[config.mk]
export PLATFORM = sky130hd
export DESIGN_NAME = fetch_unit
export DESIGN_NICKNAME = d
export VERILOG_FILES = /design/src/rtl/fetch_unit.sv
export SDC_FILE = /design/constraint.sdc
export NUM_CORES = 1
export LEC_CHECK = 0
export ABC_AREA = 1
export CAP_MARGIN = 30
export CORE_MARGIN = 10
export CORE_UTILIZATION = 55
export DETAILED_ROUTE_END_ITERATION = 6
export GPL_TIMING_DRIVEN = 0
export PLACE_DENSITY = 0.88
export SYNTH_ARGS = -nofsm -noshare
export SYNTH_HDL_FRONTEND = slang
export SYNTH_SLANG_ARGS = --single-unit
[constraint.sdc]
create_clock -name clk -period 2.5 [get_ports clk]
set_input_delay 0.75 -clock clk [delete_from_list [all_inputs] [get_ports clk]]
set_output_delay 0.75 -clock clk [all_outputs]
set_load 0.1 [all_outputs]
[src/rtl/fetch_unit.sv]
// fetch_unit: instruction fetch stage with req/ack memory handshake, one-entry instruction register and redirect handling
module fetch_unit #(
  parameter logic [31:0] RESET_PC = 32'h0000_0000
) (
  input  logic        clk,
  input  logic        rst_n,
  output logic        imem_req,
  output logic [31:0] imem_addr,
  input  logic        imem_ack,
  input  logic [31:0] imem_rdata,
  input  logic        stall,
  input  logic        redirect,
  input  logic [31:0] redirect_pc,
  output logic        instr_valid,
  output logic [31:0] instr,
  output logic [31:0] instr_pc,
  output logic [5:0]  opcode,
  output logic [4:0]  rs,
  output logic [4:0]  rt,
  output logic [4:0]  rd,
  output logic [4:0]  shamt,
  output logic [5:0]  funct
);
  typedef enum logic [1:0] {IDLE, REQ, KILL, FULL} state_t;
  state_t      state;
  logic [31:0] pc;
  logic [31:0] target;
  logic [31:0] rpc;
  logic [31:0] kill_pc;
  assign rpc = redirect_pc & 32'hFFFF_FFFC;
  assign kill_pc = redirect ? rpc : target;
  assign opcode = instr[31:26];
  assign rs = instr[25:21];
  assign rt = instr[20:16];
  assign rd = instr[15:11];
  assign shamt = instr[10:6];
  assign funct = instr[5:0];
  // fetch FSM: owns pc, the memory request and the instruction register
  always_ff @(posedge clk or negedge rst_n) begin
    if (!rst_n) begin
      state <= IDLE;
      pc <= RESET_PC;
      target <= '0;
      imem_req <= 1'b0;
      imem_addr <= RESET_PC;
      instr_valid <= 1'b0;
      instr <= '0;
      instr_pc <= '0;
    end else begin
      case (state)
        IDLE: begin
          state <= REQ;
          imem_req <= 1'b1;
          pc <= redirect ? rpc : pc;
          imem_addr <= redirect ? rpc : pc;
        end
        REQ: begin
          if (redirect && imem_ack) begin
            pc <= rpc;
            imem_addr <= rpc;
          end else if (redirect) begin
            target <= rpc;
            state <= KILL;
          end else if (imem_ack) begin
            instr <= imem_rdata;
            instr_pc <= pc;
            instr_valid <= 1'b1;
            pc <= pc + 32'd4;
            imem_req <= 1'b0;
            state <= FULL;
          end
        end
        KILL: begin
          if (imem_ack) begin
            pc <= kill_pc;
            imem_addr <= kill_pc;
            state <= REQ;
          end else if (redirect) begin
            target <= rpc;
          end
        end
        FULL: begin
          if (redirect) begin
            instr_valid <= 1'b0;
            pc <= rpc;
            imem_addr <= rpc;
            imem_req <= 1'b1;
            state <= REQ;
          end else if (!stall) begin
            instr_valid <= 1'b0;
            imem_addr <= pc;
            imem_req <= 1'b1;
            state <= REQ;
          end
        end
        default: state <= IDLE;
      endcase
    end
  end
endmodule

==> flow_summary.rst, run 1 <==
.. list-table::
   :header-rows: 1

   * - Metric
     - Value
   * - Buffer and inverter count on the worst path
     - 1
   * - Fraction of the yosys area taken by sequential cells
     - 44.96%
   * - Clock insertion delay at the later pin of the skew report
     - 0.44 ns
   * - Setup violation total in the final timing report
     - 0
   * - Global-route layer with the greatest usage
     - met2
   * - Summed negative setup slack over all endpoints
     - 0 ns
   * - Leading area contributor after synthesis
     - dfrtp_1
   * - Synth top cells by count
     - 510 x nand2_1, 164 x dfrtp_1, 113 x o21ai_0
   * - Post-CTS setup repair buffer count
     - 0
   * - Number of flops mapped to enable cells by yosys
     - 0
   * - Global-route wire length before repair
     - 53.30 mm
   * - Clock Skew
     - 0.01016 ns
   * - CORE AREA
     - 0.01641 mm2
   * - Dominant register cell in the synthesized netlist
     - dfrtp_1
   * - Setup CP Type
     - flop to output port
   * - Cell with the most instances after synthesis
     - nand2_1
   * - Die footprint
     - 0.02215 mm2
   * - Worst-path fanout max
     - 2
   * - Average routed wire per standard cell
     - 20.22 um
   * - Startpoint of the most critical register-to-register path
     - state[0]
   * - Sort of element at the start of the critical path
     - flop
   * - Buffers from clock root to sink, at most
     - 2
   * - Total of max-cap violations
     - 0
   * - Count of boundary I/O pins
     - 199
   * - Total global routing track utilization
     - 31.18%
   * - Met2 usage in global routing
     - 48.75%
   * - Synthesis Warnings
     - 0
   * - CTS clk-pin slew, worst paths
     - 0.07 ns
   * - Required arrival time at the worst endpoint
     - 1.75 ns
   * - Clock sink count
     - 164
   * - H-tree levels
     - 4
   * - Initial DRC Count
     - 1,093
   * - Clock buffer count from CTS
     - 17
   * - Tightest Hold Check Type
     - input pin to asynchronous set/reset pin
   * - Register-to-register setup slack
     - 0.13 ns
   * - Dominant cells by area after synthesis
     - dfrtp_1 45%, nand2_1 21%, o21ai_0 6.2%
   * - Post-Route WL
     - 35.13 mm
   * - Post-route DRC violation count
     - 0
   * - Half-perimeter wire length of the detailed placement result
     - 26.79 mm
   * - Synthesized netlist net count
     - 1,359
   * - First-pass DRT Iterations
     - 7
   * - Post-Layout Inst Area
     - 0.01195 mm2
   * - Number of filler cells placed in the layout
     - 1,330
   * - Final-stage net count
     - 1,578
   * - Outcome
     - finished, final reports clean
   * - Family with the most delay on the worst path
     - buffers and inverters
   * - Sequence of cells on the critical path
     - clkdlybuf4s15_1
   * - CTS hold repair buffers
     - 0
   * - Transition time at the pin with the least slew margin
     - 1.029 ns
   * - Number of global-route vias before repair
     - 9,314
   * - Final slew viol count
     - 0
   * - Library cell contributing the largest single delay on the critical path
     - clkdlybuf4s15_1
   * - Buffer type at the clock tree root
     - clkbuf_16
   * - Mapped cell area
     - 0.009128 mm2
   * - Area fraction of the dominant cell type after synthesis
     - 44.96%
   * - Starting density of the core
     - 55.63%
   * - CTS tree
     - built
   * - Post-DR vias/cell
     - 5.599
   * - Area Growth Syn to Fin
     - 30.90%
   * - Cell total after placement
     - 1,707
   * - Nature of the critical path endpoint
     - output port
   * - Number of buffer cells added on primary ports
     - 195
   * - Number of diodes
     - 0
   * - GR Util met3
     - 9.648%
   * - Slew HR
     - 31.67%
   * - Height of the die
     - 148.8 um
   * - Maximum clock rate
     - 403.1 MHz
   * - Critical register-to-register path endpoint
     - pc[7]
   * - Cell count after synthesis
     - 1,286
   * - Share of post-route cells with drive strength above 1
     - 10.55%
   * - Share of the cycle needed by the critical path after routing
     - 99.24%
   * - Synth Area per Inst
     - 7.098 um2
   * - Cell variety after synth
     - 36
   * - Number of antenna-violating nets in the routed design
     - 0
   * - Post-layout min period
     - 2.481 ns
   * - Detailed-route via count
     - 9,726
   * - Unrepaired setup endpoints after global routing
     - false
   * - FF+latch count, synth
     - 164
   * - Final cell count without fillers
     - 1,737
   * - Horiz. Die Dim
     - 148.8 um
   * - Routability congestion estimate
     - 0.9781
   * - Number of antenna violations at the first check in global routing
     - 0
   * - Met1 Track Usage GR
     - 39.64%
   * - Fraction of synthesis flops using an asynchronous set or reset pin
     - 100.0%
   * - # rows
     - 47
   * - Total gr overflow
     - 0
   * - Data arrival time at the worst-slack endpoint
     - 1.73 ns
   * - Worst reg-to-reg path cell count
     - 10
   * - Placed Area
     - 0.01152 mm2
   * - Pin count of the biggest net entering global routing
     - 119
   * - Highest cell delay on the worst timing path
     - 0.89 ns
   * - Final hold vios
     - 0
## stage by stage
step / hold slack (ns) / util [%] / setup slack [ns]
5_1_grt: 0.2283 / 72.82 / 0.002176
3_3_place_gp: 0.4525 / 69.21 / -6.028
6_report: 0.1961 / 72.82 / 0.01900
2_1_floorplan: 0.4544 / - / 0.4101
4_1_cts: 0.2074 / 73.16 / 0.003526
3_5_place_dp: 0.4573 / 70.24 / -0.3313
## sequential cells by signal (all words and copies together) (netlist names)
name and flops:
instr_pc 32, imem_addr 32, imem_req 1, instr 32
instr_valid 1, target 32, state 2, pc 32
## cell usage in the layout (no fill, tap or decap), types with 2 or more instances in the layout
master           Yosys  layout
clkdlybuf4s15_1      0      10
o31ai_2              2       2
clkinv_4             0       2
inv_8                0       2
clkinvlp_4           0       4
inv_1              102     102
buf_4               36      37
nand3_1             36      36
dlygate4sd2_1        0      82
nor2_2               3       3
inv_2                4       4
clkdlybuf4s15_2      0      21
a22oi_1              5       5
clkdlybuf4s50_1      0      68
o211ai_1             4       4
o21ai_0            113     113
nor3_1               3       3
a21oi_1             61      61
inv_6                0       2
buf_2               30      30
buf_6                5       5
o31ai_1              2       2
o22a_1               7       7
nand2_1            510     510
dfrtp_1            164     163
clkbuf_16            0      17
buf_16               0       6
inv_4                3       3
clkbuf_2             0      11
buf_1                5       5
nand4_1              4       4
clkbuf_1            21      22
o21ai_1             49      49
nor2_1              81      81
nand2_2              3       3
o22ai_1             17      17
ha_1                 4       4
o21a_1               3       3
## cell families after synthesis
family | Yosys count | share of synthesized area (%)
buffers and inverters | 206 | 10.86
AOI/OAI and AO/OA | 266 | 15.75
DFF | 164 | 44.96
and+or+nand+nor | 646 | 27.88
adders and majority gates | 4 | 0.5483
## how the worst max path moves through the flow
| stage | slack, ns | startpoint | endpoint | cells past startpoint |
|---|---|---|---|---|
| 3_3_place_gp | -6.03 | rst_n | instr_pc[4] | 1 |
| 6_report | 0.02 | imem_addr[15] | imem_addr[15] | 1 |
| 2_1_floorplan | 0.41 | instr[0] | instr[0] | 1 |
| 5_1_grt | 0.002 | imem_addr[14] | imem_addr[14] | 1 |
| 4_1_cts | 0.004 | imem_addr[7] | imem_addr[7] | 1 |
| 3_5_place_dp | -0.33 | imem_ack | instr_pc[7] | 8 |
## per-layer routing
| layer | share of wire, % | wire length (um) |
|---|---|---|
| met3 | 12 | 4356 |
| met2 | 45 | 15710 |
| met1 | 39 | 13820 |
| met5 | 0 | 0 |
| met4 | 3.5 | 1241 |
## cell type report
class                           count  area (um2)  share of cell area [%]
Multi-Input combinational cell    916        4033                   33.75
Timing Repair Buffer              200        1978                   16.56
Sequential cell                   164        4105                   34.36
Inverter                          109       416.7                   3.487
Tap cell                          220       275.3                   2.304
Buffer                             97       574.3                   4.807
Clock buffer                       19       442.9                   3.707
Clock inverter                     12       122.6                   1.026
## what timing repair did
| item | CTS | global route |
|---|---|---|
| endpoints found under the hold margin | 0 | 0 |
| resized for setup | 182 | 19 |
| gates cloned | 0 | 0 |
| setup endpoints to repair | 126 | 20 |
Power of run 1 is not shown: default switching activity piles up to over one toggle a cycle in this logic, so the estimate is an artifact.
==> run 2, diff against run 1 <==
--- a/config.mk
+++ b/config.mk
@@ -12,6 +12,7 @@
 export DETAILED_ROUTE_END_ITERATION = 6
 export GPL_TIMING_DRIVEN = 0
 export PLACE_DENSITY = 0.88
+export SLEW_MARGIN = 10
 export SYNTH_ARGS = -nofsm -noshare
 export SYNTH_HDL_FRONTEND = slang
 export SYNTH_SLANG_ARGS = --single-unit
==> run 2 against run 1 <==
  * Maximum frequency down 0.61%
  * Clock skew decreased by 0.00095 ns
  * Global-route usage about the same
  * Setup slack got worse by 0.015 ns
  * Sequential share of layout area hardly changed
  * Sequential cell count stayed put
  * Cell area about the same
  * Register-to-register slack better by 0.03 ns
  * Worst hold slack gained 0.14 ns
  * First-iteration DRC count is 5.6% higher
  * Non-clock buffer count unchanged
  * Count of clock-buffer cells in the layout is 1 lower
==> flow_summary.rst, run 2 (synthesis gave the netlist of run 1 again) <==
.. list-table::
   :header-rows: 1

   * - Metric
     - Value
   * - Final cell count without fillers
     - 1,738 (+0.058%)
   * - Clock buffer count from CTS
     - 17 (unchanged)
   * - # rows
     - 47 (unchanged)
   * - Number of antenna violations at the first check in global routing
     - 0 (unchanged)
   * - Area Growth Syn to Fin
     - 30.94% (about the same)
   * - Highest cell delay on the worst timing path
     - 0.91 ns (+0.02 ns)
   * - Worst hold slack across all endpoints
     - 0.3395 ns (+0.1434 ns)
   * - Maximum clock rate
     - 400.6 MHz (-0.61%)
   * - Final hold vios
     - 0 (unchanged)
   * - Horiz. Die Dim
     - 148.8 um (unchanged)
   * - Clock Skew
     - 0.009215 ns (-0.0009481 ns)
   * - Slew HR
     - 31.51% (-0.16 points)
   * - Average routed wire per standard cell
     - 20.24 um (about the same)
   * - Setup CP Type
     - flop to output port
   * - Sort of element at the start of the critical path
     - flop
   * - Buffer and inverter count on the worst path
     - 1 (unchanged)
   * - Worst reg-to-reg path cell count
     - 10 (unchanged)
   * - Stages on worst setup path
     - 1 (unchanged)
   * - Post-DR vias/cell
     - 5.662 (+1.1%)
   * - Number of antenna-violating nets in the routed design
     - 0 (unchanged)
   * - Required arrival time at the worst endpoint
     - 1.75 ns (about the same)
   * - Post-layout min period
     - 2.496 ns (+0.01534 ns)
   * - Setup violation total in the final timing report
     - 0 (unchanged)
   * - Global-route wire length before repair
     - 53.17 mm (-0.25%)
   * - Final critical-path setup slack
     - 0.003660 ns (-0.01534 ns)
   * - Share of the cycle needed by the critical path after routing
     - 99.85% (+0.61 points)
   * - Post-route DRC violation count
     - 0 (unchanged)
   * - Minimum setup slack after placement
     - -0.3286 ns (+0.002676 ns)
   * - Sequence of cells on the critical path
     - dlygate4sd2_1
   * - Layout Utilization
     - 72.84% (about the same)
   * - Detailed-route via count
     - 9,840 (+1.2%)
   * - Data arrival time at the worst-slack endpoint
     - 1.75 ns (+0.02 ns)
   * - Number of diodes
     - 0 (unchanged)
   * - Most common library cell in the layout ignoring fill and taps
     - nand2_1
   * - CORE AREA
     - 0.01641 mm2 (unchanged)
   * - Number of global-route vias before repair
     - 9,271 (-0.46%)
   * - CTS hold repair buffers
     - 0 (unchanged)
   * - Worst-path fanout max
     - 2 (unchanged)
   * - Family with the most delay on the worst path
     - buffers and inverters
   * - Height of the die
     - 148.8 um (unchanged)
   * - Clock insertion delay at the later pin of the skew report
     - 0.45 ns (about the same)
   * - Library cell contributing the largest single delay on the critical path
     - dlygate4sd2_1
   * - Starting density of the core
     - 55.63% (unchanged)
   * - Final-stage net count
     - 1,578 (unchanged)
   * - Half-perimeter wire length of the detailed placement result
     - 26.65 mm (-0.54%)
   * - Cell total after placement
     - 1,707 (unchanged)
   * - Count of boundary I/O pins
     - 199 (unchanged)
   * - Transition time at the pin with the least slew margin
     - 1.031 ns (+0.002411 ns)
   * - Clock sink count
     - 164 (unchanged)
   * - Outcome
     - finished, final reports clean
   * - CTS clk-pin slew, worst paths
     - 0.07 ns (about the same)
   * - Total of max-cap violations
     - 0 (unchanged)
   * - CTS tree
     - built
   * - Initial DRC Count
     - 1,154 (+5.6%)
   * - Number of buffer cells added on primary ports
     - 195 (unchanged)
   * - Pin count of the biggest net entering global routing
     - 96 (-19%)
   * - First-pass DRT Iterations
     - 6 (-1)
   * - Nature of the critical path endpoint
     - output port
   * - Tightest Hold Check Type
     - input pin to asynchronous set/reset pin
   * - Final slew viol count
     - 0 (unchanged)
   * - Buffer type at the clock tree root
     - clkbuf_16
   * - Unrepaired setup endpoints after global routing
     - false
   * - Buffers from clock root to sink, at most
     - 2 (unchanged)
   * - Total gr overflow
     - 0 (unchanged)
   * - Share of post-route cells with drive strength above 1
     - 10.61% (+0.059 points)
   * - H-tree levels
     - 4 (unchanged)
   * - Routability congestion estimate
     - 0.9781 (unchanged)
   * - Post-Route WL
     - 35.18 mm (+0.15%)
   * - Commonest cells after routing, fill and taps aside
     - 510 x nand2_1, 163 x dfrtp_1, 113 x o21ai_0, 102 x inv_1, 84 x dlygate4sd2_1
   * - Die footprint
     - 0.02215 mm2 (unchanged)
   * - Post-CTS setup repair buffer count
     - 0 (unchanged)
   * - Total global routing track utilization
     - 31.13% (-0.047 points)
==> run 2: what timing repair did <==
action                                 in CTS  in global routing
resized for setup                         180                 19
endpoints found under the hold margin       0                  0
setup endpoints to repair                 126                 20
==> run 2: cell type report <==
type                            count  area, um2
Sequential cell                   164       4105
Timing Repair Buffer              200       1969
Multi-Input combinational cell    916       4033
Clock buffer                       18      429.2
Fill cell                        1338       4456
Tap cell                          220      275.3
Clock inverter                     14      148.9
Buffer                             97      574.3
Inverter                          109      416.7
==> run 2: path summary, 6_finish.rpt <==
kind,from,to,slack (ns)
setup / recovery,imem_addr[0],imem_addr[0],0.004
hold / removal,rst_n,instr[16],0.34
setup reg to reg,state[0],pc[7],0.16
hold reg to reg,imem_addr[4],imem_addr[4],0.48
max in group asynchronous,rst_n,instr_valid,1.33
min in group clk,imem_addr[4],imem_addr[4],0.48
==> run 2: routing by layer <==
layer / vias to the layer above / GRT usage, % / wire [um]
met2: 669 / 48.41 / 15790
li1: 4517 / - / -
met1: 4560 / 40.07 / 13730
met5: - / 0 / 0
met3: 94 / 9.254 / 4413
met4: 0 / 12.22 / 1249
==> run 2: through the flow <==
step	cell area [um2]	setup TNS, ns
floorplan	9128	0
global placement	11350	-1003.31
detailed placement	11520	-19.01
CTS	12010	0
global route	11950	0
finish	11950	0
Power of run 2 is left out for the same reason.
